## config.mk

```make
export PLATFORM = sky130hd
export DESIGN_NAME = oddeven_sort_ctrl
export DESIGN_NICKNAME = d
export VERILOG_FILES = /design/src/rtl/oddeven_sort_ctrl_pkg.sv /design/src/rtl/oddeven_sort_ctrl_oddeven.sv /design/src/rtl/oddeven_sort_ctrl.sv
export SDC_FILE = /design/constraint.sdc
export NUM_CORES = 2
export LEC_CHECK = 0
export BUFFER_PORTS_ARGS = -buffer_cell sky130_fd_sc_hd__buf_2
export CORE_UTILIZATION = 60
export DETAILED_ROUTE_END_ITERATION = 12
export GPL_ROUTABILITY_DRIVEN = 1
export PLACE_DENSITY_LB_ADDON = 0.3
export SYNTH_ARGS = -nofsm -noshare
export SYNTH_HDL_FRONTEND = slang
export SYNTH_HIERARCHICAL = 1
export SYNTH_SLANG_ARGS = --single-unit
```

## constraint.sdc

```tcl
create_clock -name clk -period 65.3 [get_ports clk]
set_input_delay 3.265 -clock clk [delete_from_list [all_inputs] [get_ports clk]]
set_output_delay 3.265 -clock clk [all_outputs]
set_load 0.05 [all_outputs]
```

## src/rtl/oddeven_sort_ctrl_pkg.sv

```systemverilog
// Shared definitions for the odd-even frame sorter: FSM encoding and default sizes.
package oddeven_sort_ctrl_pkg;

  localparam int DEF_W = 8;
  localparam int DEF_N = 16;

  typedef enum logic [1:0] {
    ST_LOAD  = 2'd0,
    ST_SORT  = 2'd1,
    ST_DRAIN = 2'd2
  } state_t;

endpackage

```

## src/rtl/oddeven_sort_ctrl_oddeven.sv

```systemverilog
// Combinational odd-even transposition sorter: N alternating compare-exchange
// stages, ascending unsigned order, element i at bits [i*W +: W].
module oddeven_N #(
  parameter int W = 8,
  parameter int N = 16
) (
  input  logic [N*W-1:0] in_data,
  output logic [N*W-1:0] out_data
);

  logic [W-1:0] v [N];
  logic [W-1:0] tmp;

  always_comb begin
    tmp = '0;
    for (int i = 0; i < N; i++) begin
      v[i] = in_data[i*W +: W];
    end
    // N alternating even/odd phases are enough to sort any N-element input.
    for (int s = 0; s < N; s++) begin
      for (int i = s % 2; i + 1 < N; i += 2) begin
        if (v[i] > v[i+1]) begin
          tmp    = v[i];
          v[i]   = v[i+1];
          v[i+1] = tmp;
        end
      end
    end
    out_data = '0;
    for (int i = 0; i < N; i++) begin
      out_data[i*W +: W] = v[i];
    end
  end

endmodule

```

## src/rtl/oddeven_sort_ctrl.sv

```systemverilog
// Frame sorter controller: loads N elements, sorts them in one cycle through
// oddeven_N, then streams them out ascending with valid/ready handshake.
module oddeven_sort_ctrl
  import oddeven_sort_ctrl_pkg::*;
#(
  parameter int W = DEF_W,
  parameter int N = DEF_N
) (
  input  logic         clk,
  input  logic         rst_n,
  input  logic         in_valid,
  output logic         in_ready,
  input  logic [W-1:0] in_data,
  output logic         out_valid,
  input  logic         out_ready,
  output logic [W-1:0] out_data,
  output logic         out_last,
  output logic [15:0]  frame_cnt
);

  localparam int CW = $clog2(N);

  state_t          state_reg, state_next;
  logic [CW-1:0]   cnt_reg, cnt_next;
  logic [15:0]     frame_cnt_reg, frame_cnt_next;
  logic [W-1:0]    data_buf [N];
  logic [W-1:0]    res [N];
  logic [N*W-1:0]  sort_in;
  logic [N*W-1:0]  sort_out;
  logic            last_idx;
  logic            load_fire;
  logic            drain_fire;

  assign last_idx   = (cnt_reg == CW'(N - 1));
  assign load_fire  = (state_reg == ST_LOAD) && in_valid;
  assign drain_fire = (state_reg == ST_DRAIN) && out_ready;
  assign frame_cnt  = frame_cnt_reg;

  always_comb begin
    state_next     = state_reg;
    cnt_next       = cnt_reg;
    frame_cnt_next = frame_cnt_reg;
    in_ready       = 1'b0;
    out_valid      = 1'b0;
    out_data       = '0;
    out_last       = 1'b0;
    case (state_reg)
      ST_LOAD: begin
        in_ready = 1'b1;
        if (in_valid) begin
          cnt_next = cnt_reg + 1'b1;
          if (last_idx) begin
            state_next = ST_SORT;
          end
        end
      end
      ST_SORT: begin
        cnt_next   = '0;
        state_next = ST_DRAIN;
      end
      ST_DRAIN: begin
        out_valid = 1'b1;
        out_data  = res[cnt_reg];
        out_last  = last_idx;
        if (out_ready) begin
          cnt_next = cnt_reg + 1'b1;
          if (last_idx) begin
            cnt_next       = '0;
            frame_cnt_next = frame_cnt_reg + 16'd1;
            state_next     = ST_LOAD;
          end
        end
      end
      default: begin
        cnt_next   = '0;
        state_next = ST_LOAD;
      end
    endcase
  end

  always_ff @(posedge clk) begin
    if (!rst_n) begin
      state_reg     <= ST_LOAD;
      cnt_reg       <= '0;
      frame_cnt_reg <= '0;
    end else begin
      state_reg     <= state_next;
      cnt_reg       <= cnt_next;
      frame_cnt_reg <= frame_cnt_next;
    end
  end

  // Storage arrays are never reset; out_data is masked outside DRAIN instead.
  generate
    for (genvar gi = 0; gi < N; gi++) begin : g_elem
      assign sort_in[gi*W +: W] = data_buf[gi];

      always_ff @(posedge clk) begin
        if (load_fire && (cnt_reg == CW'(gi))) begin
          data_buf[gi] <= in_data;
        end
        if (state_reg == ST_SORT) begin
          res[gi] <= sort_out[gi*W +: W];
        end
      end
    end
  endgenerate

  oddeven_N #(
    .W (W),
    .N (N)
  ) u_sorter (
    .in_data  (sort_in),
    .out_data (sort_out)
  );

endmodule

```

Word level (Yosys, flattened, before mapping):

Memories as Yosys holds them, arrays and structs flattened. A register that Yosys moved wholly into a read port is not among the register bits.
Index checks and enable logic that the tools add are counted.
W data, S select, Z words.

* bits of input ports: 12
* word-level logic and storage cells: 399
* memory bits (writable): 256
* bits in registers: 22
* memories kept: 2
* output and inout bits: 27

Memories
* data_buf: depth 16, width 8, rd ports 16, clocked after memory_dff 0, write ports 1, line oddeven_sort_ctrl.sv:26 `logic [W-1:0] data_buf [N];`
* res: depth 16, width 8, rd ports 1, clocked after memory_dff 1, write ports 16, line oddeven_sort_ctrl.sv:27 `logic [W-1:0] res [N];`

* equality and inequality tests: 21
* add/sub/neg operators: 2
* reduce and logical (&&, ||, !) cells: 37
* order comparisons: 120
* multiplexer cells: 214

Operators with widths (number)
* $mux W16: 120
* $gt A8 B8 Y1: 120
* $mux W8: 16
* $reduce_or A8 Y1: 15
* $mux W4: 20
* $mux W1: 52
* $eq A4 B4 Y1 const B: 8
* $logic_and A1 B1 Y1: 17
* $add A16 B1 Y16 const B: 1
* $eq A4 B3 Y1 const B: 4
* $eq A4 B2 Y1 const B: 2
* $mux W2: 4
* $ne A2 B2 Y1 const B: 4
* $pmux W4 S2: 1
* $pmux W2 S3: 1
* $add A4 B1 Y4 const B: 1
* $eq A4 B1 Y1 const B: 1
* $logic_not A4 Y1: 1
* $reduce_and A4 Y1: 1
* $reduce_and A3 Y1: 1
* $eq A2 B1 Y1 const B: 1
* $eq A2 B2 Y1 const B: 1
* $logic_not A2 Y1: 1
* $reduce_and A2 Y1: 1

Longest topological paths before layout:

* depth after elaboration: 32
* mapped depth: 191
* gate-level depth less buffers: 173

Cells and area by module:

The synthesis kept the hierarchy.

Modules (own cells, without submodules)
* oddeven_N: sequential area each 0.0 um^2, area an instance 50768.7 um^2, cells an instance 7471, times used 1
* oddeven_sort_ctrl: sequential area each 8207.9 um^2, area an instance 10082.2 um^2, cells an instance 547, times used 1

Least setup slack after synthesis:

OpenSTA, ideal clock, no wires.

* path type: register -> register
* start: mem data_buf[12][5], in the netlist data_buf[1][37]
* end: mem res[11][0] (data pin)
* arrival: 36.634 ns
* slack: 28.388 ns
* setup time: 0.278 ns
* required time: 65.022 ns
* clock period less this slack: 36.912 ns
* stages on the path, launching flop included: 184
* path buffers: 21
* cell sequence: edfxtp_1 > ha_1 > a211o_1 > o211ai_2 > nand2b_2 > o21ai_0 > clkbuf_1 > clkbuf_1 > mux2i_1 > inv_1 > ha_1 > and3_1 > nand3_1 > or3_1 > a21o_1 > nor2_1 > o22ai_1 > o21ai_1 > [148 not listed] > nand2b_1 > mux2_1 > o21ai_1 > a211oi_4 > buf_6 > mux2i_1 > inv_1 > ha_1 > nor2b_1 > o21a_1 > o21ai_0 > nand2b_1 > a21oi_1 > nor2_1 > a211oi_1 > a21oi_1 > clkbuf_1 > mux2i_1

RTL lines (line)
* start, declared: oddeven_sort_ctrl.sv:26
* end, declared: oddeven_sort_ctrl.sv:27

==> results.py <==
metrics = {
    "outcome": {
        "status": "completed",
    },
    "grt": {
        "grt_use_met2": 0.546,
        "antenna_found_initial": 0,
        "grt_max_degree": 80,
        "use_met3": 0.0253,
        "first_global_vias": 55500,
        "grt_pass1_wl_um": 282000,
        "busiest_layer": "met2",
        "track_usage": 0.324,
        "grt_util_met1": 0.447,
        "globalRouteOverflowTotal": 0,
    },
    "cts": {
        "cts.repair.resized": 0,
        "h-tree-depth": 1,
        "numCtsBuffers": 31,
        "clock_path_buffers": 3,
        "postCtsSetupRepairBufs": 0,
        "clk_latency_ns": 0.63,
        "clk_root_buffer_cell": "clkbuf_16",
        "cts_hold_buf": 0,
        "clock-sinks": 282,
        "cts_tree": "yes",
        "path_clk_slew_ns": 0.07,
    },
    "logic_synthesis": {
        "syn_area_sq_um": 60900,
        "yosysTopAreaCellShare": 0.159,
        "ys.flop_type": "edfxtp_1",
        "synthTopCellsByArea": "ha_1 (16%), mux2i_1 (14%), edfxtp_1 (13%)",
        "syn_nets": 8805,
        "synth_top_family_by_area": "compound AO/OA/AOI/OAI gates",
        "synthArstFlopShare": 0,
        "avgSynthCellArea_sq_um": 7.59,
        "ys_seq_elements": 282,
        "synthXorXnorAreaFrac": 0.0141,
        "synth_mux_area_frac": 0.168,
        "yosysWarnings": 6,
        "synth-edff-count": 256,
        "synth_common_cells": "mux2i_1 (842), ha_1 (775), a21oi_1 (744)",
        "synth_compound_area_frac": 0.271,
        "yosysMostFrequentCell": "mux2i_1",
        "ys_types": 145,
        "synth_area_leader_cell": "ha_1",
        "synth-simple-area-share": 0.188,
        "yosysSeqAreaShare": 0.135,
        "yosys.area_share.adder": 0.163,
        "syn_inst": 8018,
    },
    "routing": {
        "wl_um": 174000,
        "drt_iter0_markers": 5238,
        "dr_total_vias": 60400,
        "ant_nets": 0,
        "first_pass_iters": 7,
        "drc_errors": 0,
        "vias_per_cell": 6.49,
        "wl_per_cell_um": 18.7,
    },
    "timing": {
        "finalHoldViolCount": 0,
        "fin_crit_ns": 39.76,
        "tns_ns": 0,
        "finClkSkew_ns": 0.0153,
        "slew_viol_final": 0,
        "rsz0062_at_grt": "false",
        "fin_hold_ws_ns": 0.471,
        "slew_headroom": 0.178,
        "timing.fmax_ghz": 0.0251,
        "timing.final.crit_share": 0.609,
        "worstMarginPinSlew_ns": 1.23,
        "setup-violations-final": 0,
    },
    "floorplanning": {
        "die_w_um": 320,
        "pin_count": 39,
        "initial_utilization": 0.607,
        "rows": 116,
        "die_h_um": 320,
        "dieArea_sq_um": 103000,
        "coreArea_sq_um": 100000,
    },
    "cells_and_area": {
        "drive_above_1_share": 0.0615,
        "final_area_sq_um": 63200,
        "nets": 8714,
        "area_growth_pct": 3.93,
        "fillCellCount": 8897,
    },
    "setup_path": {
        "crit_required_ns": 65.63,
        "max_stage_delay_ns": 0.82,
        "r2r_slack_ns": 25.54,
        "cp_data_arrival_time_ns": 40.09,
        "crit_buf_inv": 16,
        "crit_path_frequent_cell": "a21oi_1",
        "crit_family": "compound AO/OA/AOI/OAI gates",
        "worstSetupPathType": "reg2reg",
        "crit_path_max_fanout": 21,
        "cp-start-kind": "register",
        "cpMaxStageDelayCell": "a21oi_2",
        "endpoint_kind": "register",
    },
    "place": {
        "routabilityCongestion": 0.966,
        "place_area_sq_um": 62300,
        "dpl.hpwl_um": 142000,
        "place.port_buffers": 38,
    },
    "worst_hold_path": {
        "hold_path_class": "reg2reg",
    },
    "flow_run": {
        "maxCapViolCount": 0,
    },
}
## logic make-up after synthesis
logic type                 count (synthesis)
AOI/OAI and AO/OA                       2523
and+or+nand+nor                         2375
muxes                                    986
buffers and inverters                    957
adders and majority gates                798
DFF                                      282
xor gates and xnor gates                  97
## worst register-to-register path, delay by kind of cell (launching register included)
family / cells / cell delay [ns]
buffers and inverters: 16 / 2.64
AO/OA/AOI/OAI: 76 / 17.99
flip-flops: 1 / 0.39
multiplexers: 13 / 4.31
adder cells (fa/ha/maj): 16 / 4.88
AND/OR/NAND/NOR: 48 / 9.32
## metal layers
layer	wire length, um	part of all wire	vias to the layer above
met1	79500	0.46	28300
met3	10700	0.061	263
li1	-	-	29600
met4	3560	0.020	0
met2	80500	0.46	2150
met5	0	0	-
## final timing paths
kind              depth (start not counted)                  startpoint                    endpoint
setup reg to reg                        169   data_buf[1][41]$_DFFE_PP_         res[6][7]$_DFFE_PN_
hold / removal                            2  frame_cnt[15]$_SDFFE_PN0P_  frame_cnt[15]$_SDFFE_PN0P_
hold reg to reg                           2  frame_cnt[15]$_SDFFE_PN0P_  frame_cnt[15]$_SDFFE_PN0P_
setup / recovery                        169   data_buf[1][41]$_DFFE_PP_         res[6][7]$_DFFE_PN_
## metrics by stage
| step | worst slack (ns) | instances | util |
|---|---|---|---|
| floorplan | 28.39 | 8018 | - |
| global placement | 28.19 | 9250 | 0.621 |
| detailed placement | 26.55 | 9250 | 0.621 |
| CTS | 26.39 | 9306 | 0.631 |
| global route | 22.06 | 9307 | 0.631 |
| finish | 25.54 | 9308 | 0.631 |
## cell type report
class | count | area [sq um] | area share
clock inverters | 21 | 165 | 0.00261
multi-input cells | 6779 | 49000 | 0.774
repair buffers | 100 | 653 | 0.0103
clock buffers | 35 | 791 | 0.0125
inverters | 733 | 2750 | 0.0435
diodes | 1 | 2.50 | 0.0000396
well taps | 1357 | 1700 | 0.0268
flip-flops and latches | 282 | 8210 | 0.130
## layout by cell type (no fill, tap or decap), types with 75 or more instances in the layout
cell type and instances:
nor3_1 89, a21o_1 206, nor2b_1 86, mux2i_1 842, o21a_1 96, nand2b_1 104, a21oi_1 739, and2_1 99
edfxtp_1 256, a31oi_1 76, nor2_1 697, nand3_1 158, nand2_1 712, ha_1 775, xnor2_1 75, nand4_1 96
o21ai_0 577, mux2_2 112, inv_1 733
Power is left out: the tool's default activity adds up to more than one toggle a clock period on the data nets, which glitch-free logic cannot reach.
